$ cat src/rtl/clk_gen_multi_pkg.sv
// Shared definitions for the multi-channel clock/tick generator: defaults,
// the minimum usable period and the channel-index width helper.
package clk_gen_multi_pkg;

  localparam int CNT_W_DEFAULT = 24;
  localparam int MIN_DIV       = 2;

  // What a channel counter does on the next clock edge.
  typedef enum logic [1:0] {
    OP_RUN,      // count up
    OP_WRAP,     // last cycle of the period: back to 0, shadow may be applied
    OP_RESTART   // sync or disabled: back to 0, shadow applied immediately
  } chan_op_e;

  // Width of a channel index; a single channel still gets one select bit.
  function automatic int ch_idx_w(input int n);
    return (n > 1) ? $clog2(n) : 1;
  endfunction

endpackage

$ cat src/rtl/clk_gen_multi_chan.sv
// One divider channel: period counter, shadow {div, high} with pending flag,
// and registered clk_out / tick outputs.
module clk_gen_multi_chan
  import clk_gen_multi_pkg::*;
#(
  parameter int CNT_W        = CNT_W_DEFAULT,
  parameter int DEFAULT_DIV  = 13500000,
  parameter int DEFAULT_HIGH = 6750000
) (
  input  logic             clk,
  input  logic             rst,
  input  logic             en,
  input  logic             sync,
  input  logic             wr_en,
  input  logic [CNT_W-1:0] wr_div,
  input  logic [CNT_W-1:0] wr_high,
  output logic             pending,
  output logic             clk_out,
  output logic             tick
);

  logic [CNT_W-1:0] cnt_q, cnt_d;
  logic [CNT_W-1:0] div_q, div_d;
  logic [CNT_W-1:0] high_q, high_d;
  logic [CNT_W-1:0] sh_div_q, sh_div_d;
  logic [CNT_W-1:0] sh_high_q, sh_high_d;
  logic             pend_q, pend_d;
  logic             clk_out_q, clk_out_d;
  logic             tick_q, tick_d;
  logic [CNT_W-1:0] div_eff;
  chan_op_e         op;

  always_comb begin
    // Periods below 2 cannot produce a tick and a gap, so they are clamped.
    div_eff = (div_q < CNT_W'(MIN_DIV)) ? CNT_W'(MIN_DIV) : div_q;

    if (sync || !en) begin
      op = OP_RESTART;
    end else if (cnt_q == div_eff - CNT_W'(1)) begin
      op = OP_WRAP;
    end else begin
      op = OP_RUN;
    end

    cnt_d     = cnt_q;
    div_d     = div_q;
    high_d    = high_q;
    sh_div_d  = sh_div_q;
    sh_high_d = sh_high_q;
    pend_d    = pend_q;

    case (op)
      OP_RUN: cnt_d = cnt_q + CNT_W'(1);
      default: begin
        cnt_d = '0;
        if (pend_q) begin
          div_d  = sh_div_q;
          high_d = sh_high_q;
          pend_d = 1'b0;
        end
      end
    endcase

    // The top only raises wr_en while pending is clear, so this never
    // collides with an apply in the same cycle.
    if (wr_en) begin
      sh_div_d  = wr_div;
      sh_high_d = wr_high;
      pend_d    = 1'b1;
    end

    clk_out_d = en && (cnt_q < high_q);
    tick_d    = en && (cnt_q == '0);
  end

  always_ff @(posedge clk) begin
    if (rst) begin
      cnt_q     <= '0;
      div_q     <= CNT_W'(DEFAULT_DIV);
      high_q    <= CNT_W'(DEFAULT_HIGH);
      sh_div_q  <= '0;
      sh_high_q <= '0;
      pend_q    <= 1'b0;
      clk_out_q <= 1'b0;
      tick_q    <= 1'b0;
    end else begin
      cnt_q     <= cnt_d;
      div_q     <= div_d;
      high_q    <= high_d;
      sh_div_q  <= sh_div_d;
      sh_high_q <= sh_high_d;
      pend_q    <= pend_d;
      clk_out_q <= clk_out_d;
      tick_q    <= tick_d;
    end
  end

  assign pending = pend_q;
  assign clk_out = clk_out_q;
  assign tick    = tick_q;

endmodule

$ cat src/rtl/clk_gen_multi.sv
// NUM_CH programmable clock/tick generators on one system clock, with a
// valid/ready config port per channel and a global phase-aligning sync.
module clk_gen_multi
  import clk_gen_multi_pkg::*;
#(
  parameter int  NUM_CH       = 4,
  parameter int  CNT_W        = CNT_W_DEFAULT,
  parameter int  DEFAULT_DIV  = 13500000,
  parameter int  DEFAULT_HIGH = 6750000,
  localparam int CH_W         = ch_idx_w(NUM_CH)
) (
  input  logic              clk,
  input  logic              rst,
  input  logic [NUM_CH-1:0] en,
  input  logic              sync,
  input  logic              cfg_valid,
  output logic              cfg_ready,
  input  logic [CH_W-1:0]   cfg_ch,
  input  logic [CNT_W-1:0]  cfg_div,
  input  logic [CNT_W-1:0]  cfg_high,
  output logic [NUM_CH-1:0] clk_out,
  output logic [NUM_CH-1:0] tick
);

  logic [NUM_CH-1:0]      pend;
  logic [(1<<CH_W)-1:0]   pend_ext;
  logic                   cfg_fire;

  // Unused index codes read as "not pending", so writes to them are
  // accepted and dropped because no channel decodes them.
  always_comb begin
    pend_ext             = '0;
    pend_ext[NUM_CH-1:0] = pend;
  end

  assign cfg_ready = ~pend_ext[cfg_ch];
  assign cfg_fire  = cfg_valid & cfg_ready;

  genvar gi;
  generate
    for (gi = 0; gi < NUM_CH; gi++) begin : g_ch
      logic wr_en;
      assign wr_en = cfg_fire && (cfg_ch == CH_W'(gi));

      clk_gen_multi_chan #(
        .CNT_W       (CNT_W),
        .DEFAULT_DIV (DEFAULT_DIV),
        .DEFAULT_HIGH(DEFAULT_HIGH)
      ) u_chan (
        .clk    (clk),
        .rst    (rst),
        .en     (en[gi]),
        .sync   (sync),
        .wr_en  (wr_en),
        .wr_div (cfg_div),
        .wr_high(cfg_high),
        .pending(pend[gi]),
        .clk_out(clk_out[gi]),
        .tick   (tick[gi])
      );
    end
  endgenerate

endmodule
$ cat config.mk
export PLATFORM = sky130hd
export DESIGN_NAME = clk_gen_multi
export DESIGN_NICKNAME = d
export VERILOG_FILES = /design/src/rtl/clk_gen_multi_pkg.sv /design/src/rtl/clk_gen_multi_chan.sv /design/src/rtl/clk_gen_multi.sv
export SDC_FILE = /design/constraint.sdc
export NUM_CORES = 1
export LEC_CHECK = 0
export BUFFER_PORTS_ARGS = -buffer_cell sky130_fd_sc_hd__buf_2
export CORE_MARGIN = 2
export CORE_UTILIZATION = 30
export DETAILED_ROUTE_END_ITERATION = 8
export GPL_TIMING_DRIVEN = 0
export PLACE_DENSITY = 0.44
export SYNTH_ARGS = -nofsm -noshare
export SYNTH_HDL_FRONTEND = slang
export SYNTH_SLANG_ARGS = --single-unit
$ cat constraint.sdc
create_clock -name clk -period 4.75 [get_ports clk]
set_input_delay 0.95 -clock clk [delete_from_list [all_inputs] [get_ports clk]]
set_output_delay 0.95 -clock clk [all_outputs]
set_load 0.02 [all_outputs]
; ---- Yosys cells after proc, flatten, opt, wreduce, memory -nomap -nowiden
; Cells that the tools add are included.
[classes]
n_mul = 0
eq_ne = 11
shifts = 0
div_mod_pow = 0
reduce_logical = 37
bitwise = 6
n_mux = 22
n_lt_le_gt_ge = 9
addsub = 8
[op_table]
columns = operator, count
row1 = "adder 24 x 1 -> 24 bit, second input constant", 4
row2 = equality test 24 bit, 4
row3 = zero test 24 bit, 4
row4 = "< comparator 24 x 2 -> 1 bit, second input constant", 4
row5 = < comparator 24 bit, 4
row6 = 2-to-1 mux 24 bit, 4
row7 = "subtractor 24 x 1 -> 24 bit, second input constant", 4
row8 = 2-to-1 mux 1 bit, 13
row9 = logical AND 1 bit, 12
row10 = zero test 2 bit, 5
row11 = 2-to-1 mux 2 bit, 4
row12 = "inequality test 2 x 1 -> 1 bit, second input constant", 4
row13 = AND reduction 2 bit, 4
row14 = OR reduction 2 bit, 4
row15 = NOT 1 bit, 5
row16 = "equality test 2 bit, second input constant", 2
row17 = zero test 1 bit, 4
row18 = logical OR 1 bit, 4
row19 = "< comparator 2 x 3 -> 1 bit, second input constant", 1
row20 = binary-select mux 1 bit (select 2 bit), 1
row21 = "equality test 2 x 1 -> 1 bit, second input constant", 1
row22 = AND 1 bit, 1
[word_totals]
n_memories = 0
inputBits = 58
ff_bits = 492
output_inout_bits = 9
rom_bits = 0
wordCells = 125
ram_bits = 0
latch_bits = 0

; ---- Logic depth before layout (Yosys ltp)
; Gate-level depths: netlist (run 1).
[logic_depth]
word_depth = 9
ltp_mapped = 18
mapped_depth_nobuf = 14

; ---- Modules after synthesis
; A second synthesis (run 1) with hierarchy kept.
[unflattened]
cells_unflattened = 2855
hier_area_um2 = 25628.3
[by_module_without_submodules]
columns = mod, area_per_inst_um2, cells_each, n_inst
row1 = clk_gen_multi_chan, 6391.1, 712, 4
row2 = clk_gen_multi, 63.8, 7, 1

; ---- Least setup slack after synthesis (run 1)
; OpenSTA, ideal clock, no wires.
[synth_path]
kind = register to register
startpoint = register g_ch[3].u_chan.div_q[11]
endpoint = register g_ch[3].u_chan.div_q[10]
t_arrival_ns = 4.918
path_stages_with_launch = 18
slack_ns = -0.240
path_cell_list = dfxtp_1 > or4_1 > nor4_2 > and3_1 > clkbuf_1 > nand2b_1 > ha_1 > nor3b_1 > nand4_1 > nor3_1 > o21ai_0 > o311ai_0 > nor2b_1 > or4_1 > a21boi_1 > buf_2 > buf_2 > mux2i_1
[synth_between]
elab_chain_cells = 9
[synth_rtl]
columns = item, line_no
row1 = from (decl), clk_gen_multi_chan.sv:23  ; logic [CNT_W-1:0] div_q, div_d;
row2 = from (signal assigned), clk_gen_multi_chan.sv:79  ; div_q <= CNT_W'(DEFAULT_DIV);
row3 = from (signal assigned), clk_gen_multi_chan.sv:88  ; div_q <= div_d;
row4 = < comparator 24 x 2 -> 1 bit, clk_gen_multi_chan.sv:35  ; div_eff = (div_q < CNT_W'(MIN_DIV)) ? CNT_W'(MIN_DIV) : div_q;
row5 = 2-to-1 mux 24 bit *, clk_gen_multi_chan.sv:35
row6 = subtractor 24 x 1 -> 24 bit *, clk_gen_multi_chan.sv:39  ; end else if (cnt_q == div_eff - CNT_W'(1)) begin
row7 = equality test 24 bit *, clk_gen_multi_chan.sv:39
row8 = 2-to-1 mux 1 bit *, clk_gen_multi_chan.sv:39
row9 = 2-to-1 mux 2 bit *, clk_gen_multi_chan.sv:37  ; if (sync || !en) begin
row10 = zero test 2 bit *, clk_gen_multi_chan.sv:52  ; case (op)
row11 = NOT 1 bit (no source line) *, --
row12 = AND reduction 2 bit (no source line) *, --
; Mark *: on every way between the ends. The rest lies on a longest branch, timed or not.
; A chain may end at the register's enable or synchronous reset.

; ---- Worst setup path in the final report (run 1)
[layout_path]
startpoint = register g_ch[2].u_chan.div_q[15]
endpoint = register g_ch[2].u_chan.high_q[6]
[layout_between]
elab_chain_cells = 9
[layout_rtl]
columns = item, line_no
row1 = from (decl), clk_gen_multi_chan.sv:23
row2 = from (signal assigned), clk_gen_multi_chan.sv:79
row3 = from (signal assigned), clk_gen_multi_chan.sv:88
row4 = < comparator 24 x 2 -> 1 bit, clk_gen_multi_chan.sv:35
row5 = 2-to-1 mux 24 bit *, clk_gen_multi_chan.sv:35
row6 = subtractor 24 x 1 -> 24 bit *, clk_gen_multi_chan.sv:39
row7 = equality test 24 bit *, clk_gen_multi_chan.sv:39
row8 = 2-to-1 mux 1 bit *, clk_gen_multi_chan.sv:39
row9 = 2-to-1 mux 2 bit *, clk_gen_multi_chan.sv:37
row10 = zero test 2 bit *, clk_gen_multi_chan.sv:52
row11 = NOT 1 bit (no source line) *, --
row12 = AND reduction 2 bit (no source line) *, --
row13 = to (signal assigned), clk_gen_multi_chan.sv:80  ; high_q <= CNT_W'(DEFAULT_HIGH);
row14 = to (signal assigned), clk_gen_multi_chan.sv:89  ; high_q <= high_d;
row15 = to (decl), clk_gen_multi_chan.sv:24  ; logic [CNT_W-1:0] high_q, high_d;
; Marked as above.

==> out/metrics.cfg, run 1 <==
[status]
status = finished clean

[critical_path]
path_buf_inv = 2
crit_slowest_cell = or4b_4
crit_family = simple AND/OR/NAND/NOR gates
critical_path_peak_fanout = 10
endpoint_kind = flip-flop
cp_cell_sequence = or4_4 -> or4_4 -> or3_4 -> nand2_4 -> ha_4 -> nand3_4 -> nor4b_4 -> o31ai_1 -> or4_4 -> nor4_1 -> or4b_4 -> a31oi_4 -> buf_12 -> buf_12 -> mux2i_1
arrival_ps = 5270
path_class = flip-flop to flip-flop
critical-path-max-stage-delay_ps = 560
cp.required_ps = 5300
startpoint_type = flip-flop
cpMostUsedCell = or4_4

[placed_design]
port_buffers = 65
dpl.hpwl_um = 64400
gp_congestion = 0.871
placed_area_sq_um = 26500
place_ws_ps = -1660

[detailed_routing]
dr_wl_met2_um = 38700
dr_wl_met3_um = 3640
first_pass_iters = 5
wl_um = 85500
antenna_left = 0
met1_length_um = 41000
top_layer_used = met5
vias_per_cell = 4.89
wl_per_cell_um = 19.8
num_vias = 21200
drtIter0Drc = 1428
route.detailed.drc = 0

[power]
peakVddDrop_uv = 262
switching_share = 0.247
intPower_mw = 7.14
p_comb_frac = 0.065
leakagePower_nw = 10.8
p_clk_frac = 0.481
sequentialPowerShare = 0.454
power_density_nw_per_um2 = 325
p_sw_mw = 2.35

[timing]
max_slew.worst_pin.slew_ps = 1070
period_needed_ps = 4720
setup_viol = 0
drv_slew = 0
hold_slack_ps = 453
rsz0062_at_grt = yes
hold_violations = 0
finalClockSkew_ps = 12.4
fin_ws_ps = 32.5
fmax_ghz = 0.212
relSlewSlack = 0.286
fin_crit_sh = 0.993

[run]
maxCapViolations = 0

[floorplanning]
row_count = 105
die-height_um = 291
start_util = 0.302
dieArea_sq_um = 84900
core_area_sq_um = 82000
io_pins = 67
die_w_um = 291

[finish]
stdcell_area_sq_um = 29200
layout_commonest_cell = dfxtp_1
final_nets = 3371
layout_common_cells = dfxtp_1 (483), nand2_1 (463), nor2_1 (357)
multi_input_area_sq_um = 14100
nFillCells = 8694
syn2layout_area_growth_pct = 17.8
regArea_sq_um = 9870
drive_gt1_frac = 0.0989
antenna_cells = 0

[logic_synthesis]
synth-main-ff-cell = dfxtp_1
synthArstFlopShare = 0
ys_types = 76
yosys_warnings = 0
syn-num-nets = 3219
yosys_register_bits = 492
yosysSeqAreaShare = 0.398
synth-edff-count = 0
syn-cell-area_sq_um = 24800
synthCells = 3057
syn_area_per_cell_sq_um = 8.10

[clock_network]
cts_tree = built
htreeDepth = 2
worstSkewPairLatency_ps = 630
clockBufferDepth = 3
clock-root-buffer = clkbuf_16
path_clk_slew_ps = 60
hold_buffers = 0
cts_sinks = 492
cts_buffers = 57

[worst_hold_path]
hp-class = flip-flop to flip-flop

[grt]
grt_pass1_wl_um = 129000
grt_usage = 0.198
grt.overflow.total = 0
grt_max_degree = 15
grt_pass1_vias = 20500
grt_antenna_before_repair = 5

cell usage after synthesis (40+ instances only):
cell,n,share of area
xor2_1,90,0.032
ha_1,104,0.053
inv_1,120,0.018
a21o_1,40,0.012
nor2_1,362,0.055
nand3_1,64,0.013
xnor2_1,110,0.039
nand4_1,51,0.013
mux2i_1,147,0.059
nor3_1,95,0.019
nand2_1,465,0.070
a21oi_1,261,0.053
clkbuf_1,155,0.023
dfxtp_1,492,0.40
nor4_1,55,0.014
nand2b_1,96,0.024
registers in the layout (all words and copies together) (netlist names):
register / count
g_ch.u_chan.cnt_q: 96
g_ch.u_chan.div_q: 96
g_ch.u_chan.high_q: 96
g_ch.u_chan.sh_div_q: 96
g_ch.u_chan.sh_high_q: 96
g_ch.u_chan.clk_out: 4
g_ch.u_chan.pending: 4
g_ch.u_chan.tick: 4
routing by layer:
| metal | GRT usage | up-vias |
|---|---|---|
| met2 | 0.324 | 365 |
| met5 | 0 | - |
| met3 | 0.0289 | 97 |
| met1 | 0.272 | 9958 |
| met4 | 0.0507 | 4 |
| li1 | - | 10700 |
metrics by stage:
stage	setup TNS (ps)	util	power (mW)	cells
6_report	0	0.356	9.49	4325
5_1_grt	-1680	0.356	9.84	4325
4_1_cts	-5.06	0.352	9.59	4313
3_3_place_gp	-269750	0.323	4.99	4192
2_1_floorplan	0	-	4.71	3057
3_5_place_dp	-259300	0.323	4.99	4192
cells by family (layout without fill, tap and decap cells):
family                   after synthesis  in the layout  synth area share
AND/OR/NAND/NOR                     1349           1349             0.255
flip-flops                           492            492             0.398
AO/OA/AOI/OAI                        452            452             0.112
buffers and inverters                311            509            0.0512
XOR/XNOR                             200            200            0.0707
multiplexers                         149            149            0.0608
adder cells (fa/ha/maj)              104            104            0.0525
power groups by stage:
stage	sequential, mW	clock [mW]	combinational, mW
after global placement	4.39	0	0.601
after floorplan	4.36	0	0.354
after detailed placement	4.39	0	0.600
after CTS	4.30	4.68	0.614
final	4.31	4.57	0.616
after global routing	4.32	4.85	0.674
worst min-delay path: stages (launching register included):
cell and delay (ps):
dfxtp_1 310, nand2_1 50, a21oi_1 50
cell type report:
| cell class | count | area share |
|---|---|---|
| inverter | 120 | 0.0154 |
| clock buffer | 85 | 0.0594 |
| sequential | 492 | 0.338 |
| tap | 1070 | 0.0459 |
| timing repair buffer | 99 | 0.0210 |
| multi-input combinational | 2254 | 0.482 |
| clock inverter | 20 | 0.00707 |
| buffer | 185 | 0.0312 |
what timing repair did:
item / in CTS / in global routing
cloned: 1 / 0
pin swaps: 10 / 20
setup endpoints to repair: 292 / 264
buffers inserted: 17 / 16
gates resized for setup: 88 / 63
worst paths after layout:
| kind | end | slack, ps | cells after the start | start |
|---|---|---|---|---|
| worst max-delay path | g_ch[2].u_chan.high_q[6]$_SDFFE_PP0P_ | 30 | 15 | g_ch[2].u_chan.div_q[15]$_SDFFE_PP1P_ |
| worst min-delay path | g_ch[3].u_chan.sh_high_q[19]$_SDFFE_PP0P_ | 450 | 2 | g_ch[3].u_chan.sh_high_q[19]$_SDFFE_PP0P_ |
| worst max register to register | g_ch[2].u_chan.high_q[6]$_SDFFE_PP0P_ | 30 | 15 | g_ch[2].u_chan.div_q[15]$_SDFFE_PP1P_ |
| worst min register to register | g_ch[3].u_chan.sh_high_q[19]$_SDFFE_PP0P_ | 450 | 2 | g_ch[3].u_chan.sh_high_q[19]$_SDFFE_PP0P_ |
Note: power is estimated with default switching activity, not from simulation.
==> run 2: changes to the inputs <==
- SYNTH_HIERARCHICAL: default -> 1
==> run 2 against run 1 <==
Clock-buffer cell count decreased by 6. Total power decreased by 3.5%. Via count decreased by 4.1%. Sequential share of layout area decreased by 0.57 points. Routed wire length decreased by 5.2%. Area after synthesis increased by 3.5%. Worst setup slack improved by 150 ps. Fmax increased by 3.2%. Utilization decreased by 0.69 points. Critical endpoint is now g_ch[2].u_chan/high_q[20]$_SDFFE_PP0P_. Largest power group is now registers.
==> out/metrics.cfg, run 2 <==
[status]
status = finished clean

[critical_path]
path_class = flip-flop to flip-flop
endpoint_kind = flip-flop
crit_family = simple AND/OR/NAND/NOR gates
crit_slowest_cell = or4_1
startpoint_type = flip-flop
cp.required_ps = 5280  ; -20 ps
critical_path_peak_fanout = 10  ; unchanged
arrival_ps = 5100  ; -170 ps
cp_cell_sequence = buf_2 -> nor4_4 -> and3_4 -> and2_1 -> nand2b_1 -> ha_4 -> or4b_1 -> or4_1 -> a211oi_2 -> o211ai_1 -> nor4_2 -> a41oi_2 -> a21boi_2 -> buf_6 -> buf_8 -> mux2i_1
path_buf_inv = 3  ; +1
critical-path-max-stage-delay_ps = 500  ; -60 ps

[floorplanning]
io_pins = 67  ; unchanged
start_util = 0.302  ; about the same
core_area_sq_um = 84900  ; +3.5%
die_w_um = 296  ; +1.7%
row_count = 107  ; +1.9%
dieArea_sq_um = 87800  ; +3.4%
die-height_um = 296  ; +1.7%

[detailed_routing]
met1_length_um = 37600  ; -8.3%
vias_per_cell = 4.85  ; -0.86%
drtIter0Drc = 1192  ; -17%
wl_um = 81000  ; -5.2%
dr_wl_met2_um = 36900  ; -4.7%
num_vias = 20300  ; -4.1%
wl_per_cell_um = 19.4  ; -2.1%
top_layer_used = met5
route.detailed.drc = 0  ; unchanged
first_pass_iters = 5  ; unchanged
dr_wl_met3_um = 2620  ; -28%
antenna_left = 0  ; unchanged

[placed_design]
placed_area_sq_um = 27400  ; +3.5%
port_buffers = 66  ; +1.5%
placedCellCount = 4065  ; -3.0%
gp_congestion = 0.870  ; -0.17%
dpl.hpwl_um = 61300  ; -4.8%

[logic_synthesis]
synth_most_common_cell = nor2_1
synth-main-ff-cell = dfxtp_1
synth-edff-count = 0  ; unchanged
ys_types = 59  ; -22%
synthCells = 2855  ; -6.6%
synth_top_area_share = 0.384  ; -0.0133
synthTopCellsByArea = dfxtp_1 (38%), mux2i_1 (16%), nor2_1 (8.5%)
syn_area_per_cell_sq_um = 8.98  ; +11%
synth_area_leader_cell = dfxtp_1
yosys-top-cells-count = nor2_1 (580), dfxtp_1 (492), mux2i_1 (400)
yosysSeqAreaShare = 0.384  ; -0.0133
syn-cell-area_sq_um = 25600  ; +3.5%
syn-num-nets = 3017  ; -6.3%
yosys_register_bits = 492  ; unchanged
synthArstFlopShare = 0  ; unchanged
yosys_warnings = 6  ; +6

[clock_network]
cts_buffers = 55  ; -3.5%
htreeDepth = 2  ; unchanged
cts_tree = built
worstSkewPairLatency_ps = 610  ; -20 ps
cts_sinks = 492  ; unchanged
clock-root-buffer = clkbuf_16
clockBufferDepth = 3  ; unchanged
path_clk_slew_ps = 60  ; about the same

[grt]
grt_pass1_vias = 19600  ; -3.9%
grt.overflow.total = 0  ; unchanged
grt_usage = 0.182  ; -0.0161
grt_antenna_before_repair = 3  ; -2
grt_max_degree = 14  ; -1
grt_pass1_wl_um = 122000  ; -5.9%

[finish]
drive_gt1_frac = 0.0993  ; +0.000385
instances_no_fill = 4185  ; -3.2%
nFillCells = 8784  ; +1.0%
stdcell_area_sq_um = 29600  ; +1.5%
syn2layout_area_growth_pct = 15.6
layout_commonest_cell = nor2_1
antenna_cells = 0  ; unchanged
layout_common_cells = nor2_1 (580), dfxtp_1 (492), mux2i_1 (400)
final_nets = 3167  ; -6.1%

[timing]
setup_viol = 0  ; unchanged
fmax_ghz = 0.219  ; +3.2%
max_slew.worst_pin.slew_ps = 875  ; -195 ps
hold_violations = 0  ; unchanged
drv_slew = 0  ; unchanged
fin_crit_sh = 0.962  ; -0.0307
relSlewSlack = 0.402  ; +0.115
finalClockSkew_ps = 19.0  ; +6.57 ps
period_needed_ps = 4570  ; -146 ps

[worst_hold_path]
hp-class = flip-flop to flip-flop

[run]
maxCapViolations = 0  ; unchanged

[power]
leakagePower_nw = 11.4  ; +5.4%
peakVddDrop_uv = 195  ; -26%
power_density_nw_per_um2 = 309  ; -5.0%

run 2: cells by family after synthesis:
group                      share of synthesized area
muxes                                          0.162
AOI/OAI and AO/OA                             0.0629
and+or+nand+nor                                0.228
DFF                                            0.384
xor gates and xnor gates                      0.0629
adders and majority gates                     0.0508
buffers and inverters                         0.0490
run 2: area by class of cell:
| type | instances | area (sq um) | area share |
|---|---|---|---|
| clock inverters | 14 | 131 | 0.00443 |
| flip-flops and latches | 492 | 9850 | 0.332 |
| clock buffers | 79 | 1600 | 0.0540 |
| plain buffers | 163 | 783 | 0.0264 |
| repair buffers | 98 | 571 | 0.0193 |
| well taps | 1144 | 1430 | 0.0483 |
| inverters | 121 | 454 | 0.0153 |
| multi-input cells | 2074 | 14800 | 0.500 |
run 2: metal layers:
metal | vias to the layer above | global-route usage
met2 | 338 | 0.295
met5 | - | 0
met4 | 6 | 0.0840
met3 | 139 | 0.0229
met1 | 9747 | 0.240
li1 | 10100 | -
run 2: where the power goes:
part	switching (mW)	internal, mW
Clock	1.77	2.42
Combinational	0.406	0.240
Sequential	0.0866	4.23
run 2: per-stage QoR:
| stage | setup slack, ps | total power, mW | hold slack, ps | utilization | setup TNS [ps] |
|---|---|---|---|---|---|
| after floorplan | 552 | 4.77 | 449 | - | 0 |
| after global placement | -417 | 5.03 | 463 | 0.323 | -54730 |
| after detailed placement | -390 | 5.04 | 462 | 0.323 | -51110 |
| after CTS | 5.08 | 9.28 | 479 | 0.345 | 0 |
| after global routing | -7.74 | 9.50 | 495 | 0.349 | -14.4 |
| final | 178 | 9.15 | 473 | 0.349 | 0 |
run 2: repair_timing:
action                                  CTS  global route
endpoints found under the setup margin  272           272
hold buffers                              0             0
gates resized for setup                  28            28
setup buffers                             5            27
endpoints found under the hold margin     0             0
pin swaps                                 5            21
run 2: worst register-to-register path, delay by kind of cell (launching register included):
kind            cells  cell delay (ps)
compound gates      4              940
fa+ha+maj           1              190
buf+inv             3              530
flops               1              290
mux                 1              210
simple gates        7             2330
run 2: final timing paths:
| check | from | endpoint | slack [ps] | cells past startpoint |
|---|---|---|---|---|
| worst min register to register | g_ch[2].u_chan/high_q[19]$_SDFFE_PP0P_ | g_ch[2].u_chan/high_q[19]$_SDFFE_PP0P_ | 470 | 2 |
| worst max register to register | g_ch[2].u_chan/div_q[3]$_SDFFE_PP0P_ | g_ch[2].u_chan/high_q[20]$_SDFFE_PP0P_ | 180 | 16 |
| worst min-delay path | g_ch[2].u_chan/high_q[19]$_SDFFE_PP0P_ | g_ch[2].u_chan/high_q[19]$_SDFFE_PP0P_ | 470 | 2 |
| worst max-delay path | g_ch[2].u_chan/div_q[3]$_SDFFE_PP0P_ | g_ch[2].u_chan/high_q[20]$_SDFFE_PP0P_ | 180 | 16 |
==> run 3: changes to the inputs <==
==> constraint.sdc (replaced) <==
create_clock -name clk -period 4.75 [get_ports clk]
set_input_delay 0.2375 -clock clk [delete_from_list [all_inputs] [get_ports clk]]
set_output_delay 0.2375 -clock clk [all_outputs]
set_load 0.02 [all_outputs]
==> run 3 against run 2 <==
Clock-buffer cell count did not move. Worst setup slack got worse by 4.9 ps. Combinational power barely moved. Sequential power barely moved. Die area did not move. Utilization barely moved. Hold slack got worse by 440 ps. Via count fell by 0.18%. Routed wire length barely moved. Sequential share of layout area barely moved. Critical path type unchanged. Clock power barely moved.
==> out/metrics.cfg, run 3 (synthesized netlist as in run 2, its figures left out) <==
[power]
power_density_nw_per_um2 = 308  ; -0.14%
peakVddDrop_uv = 195  ; about the same
leakagePower_nw = 11.4  ; +0.15%
p_total_mw = 9.15  ; about the same

[placed_design]
port_buffers = 66  ; unchanged
gp_congestion = 0.870  ; unchanged
placed_area_sq_um = 27400  ; unchanged
placedCellCount = 4065  ; unchanged
dpl.hpwl_um = 61300  ; unchanged

[finish]
post-route-util = 0.350  ; +0.000472
regArea_sq_um = 9850  ; unchanged
syn2layout_area_growth_pct = 15.8
instances_no_fill = 4189  ; +0.096%
nFillCells = 8784  ; unchanged
layout_common_cells = nor2_1 (580), dfxtp_1 (492), mux2i_1 (400)
drive_gt1_frac = 0.0992  ; -0.000130
stdcell_area_sq_um = 29700  ; +0.14%
multi_input_area_sq_um = 14800  ; unchanged
final_nets = 3171  ; +0.13%
layout_commonest_cell = nor2_1
antenna_cells = 0  ; unchanged

[critical_path]
cp_cell_sequence = buf_2 -> nor4_4 -> and3_4 -> and2_1 -> nand2b_1 -> ha_2 -> or4b_1 -> or4_1 -> a211oi_1 -> o211ai_1 -> nor4_2 -> a41oi_2 -> a21boi_2 -> buf_6 -> buf_8 -> mux2i_1
path_class = flip-flop to flip-flop
endpoint_kind = flip-flop
critical_path_peak_fanout = 10  ; unchanged
startpoint_type = flip-flop
path_buf_inv = 3  ; unchanged
cp.required_ps = 5270  ; about the same
critical-path-max-stage-delay_ps = 490  ; about the same
arrival_ps = 5100  ; about the same
crit_family = simple AND/OR/NAND/NOR gates
crit_slowest_cell = or4_1

[detailed_routing]
num_vias = 20300  ; -0.18%
drtIter0Drc = 1090  ; -8.6%
antenna_left = 0  ; unchanged
wl_per_cell_um = 19.4  ; about the same
route.detailed.drc = 0  ; unchanged
first_pass_iters = 5  ; unchanged
vias_per_cell = 4.84  ; -0.27%
wl_um = 81100  ; about the same

[timing]
drv_slew = 0  ; unchanged
period_needed_ps = 4580  ; +4.91 ps
fmax_ghz = 0.219  ; -0.11%
finalClockSkew_ps = 18.8  ; -0.183 ps
relSlewSlack = 0.416  ; +0.0146
max_slew.worst_pin.slew_ps = 854  ; -21.3 ps
hold_slack_ps = 31.9  ; -441 ps
hold_violations = 0  ; unchanged
fin_crit_sh = 0.964  ; +0.00103
setup_viol = 0  ; unchanged

[clock_network]
cts_buffers = 55  ; unchanged
htreeDepth = 2  ; unchanged
worstSkewPairLatency_ps = 610  ; about the same
path_clk_slew_ps = 60  ; about the same
cts_tree = built
cts_sinks = 492  ; unchanged
clock-root-buffer = clkbuf_16
clockBufferDepth = 3  ; unchanged

[floorplanning]
row_count = 107  ; unchanged
io_pins = 67  ; unchanged
die-height_um = 296  ; unchanged
die_w_um = 296  ; unchanged
start_util = 0.302  ; unchanged
core_area_sq_um = 84900  ; unchanged
dieArea_sq_um = 87800  ; unchanged

[grt]
use_met3 = 0.0229  ; unchanged
met1_usage = 0.240  ; about the same
grt_busiest_layer = met2
grt_antenna_before_repair = 3  ; unchanged
grt_pass1_vias = 19700  ; +0.015%
grt_pass1_wl_um = 122000  ; about the same
grt_usage = 0.182  ; about the same
grtUsageMet2 = 0.295  ; unchanged
grt.overflow.total = 0  ; unchanged
grt_max_degree = 14  ; unchanged

[worst_hold_path]
hp-class = input port to flip-flop

[status]
status = finished clean

[run]
maxCapViolations = 0  ; unchanged

[run 3: metrics by stage]
step                      setup slack, ps  setup TNS (ps)
final                                 173               0
after global routing                -7.74           -14.4
after detailed placement             -390          -51110
after floorplan                       552               0
after global placement               -417          -54730
after CTS                            5.08               0
[run 3: timing repair]
action,4_1_cts,5_1_grt
resized for setup,28,28
endpoints found under the setup margin,272,272
endpoints found under the hold margin,4,0
hold buffers,4,0
setup buffers,5,27
pin swaps,5,21
[run 3: cell type report]
cell class,count,area share
inverters,121,0.0153
plain buffers,163,0.0264
repair buffers,102,0.0206
well taps,1144,0.0482
flip-flops and latches,492,0.332
clock buffers,79,0.0539
multi-input cells,2074,0.499
clock inverters,14,0.00443
[run 3: worst min-delay path: stages]
cell	delay, ps
buf_2	190
mux2i_1	100
nor2_1	70
[run 3: layer usage]
layer	routed length (um)	up-vias
met5	35	-
met4	3960	6
li1	-	10100
met1	37400	9679
met3	2860	140
met2	36800	367
[run 3: worst paths after layout]
| check | start | endpoint | slack [ps] | cells after the start |
|---|---|---|---|---|
| setup / recovery | g_ch[3].u_chan/div_q[3]$_SDFFE_PP0P_ | g_ch[3].u_chan/high_q[9]$_SDFFE_PP1P_ | 170 | 16 |
| hold reg to reg | g_ch[2].u_chan/high_q[19]$_SDFFE_PP0P_ | g_ch[2].u_chan/high_q[19]$_SDFFE_PP0P_ | 470 | 2 |
| hold / removal | cfg_div[12] | g_ch[2].u_chan/sh_div_q[12]$_SDFFE_PP0P_ | 30 | 3 |
| setup reg to reg | g_ch[3].u_chan/div_q[3]$_SDFFE_PP0P_ | g_ch[3].u_chan/high_q[9]$_SDFFE_PP1P_ | 170 | 16 |
[run 3: where the power goes]
group          total, mW  switching (mW)  internal [mW]
clock network       4.19            1.77           2.42
logic              0.649           0.406          0.243
registers           4.31          0.0869           4.23
total               9.15            2.26           6.89
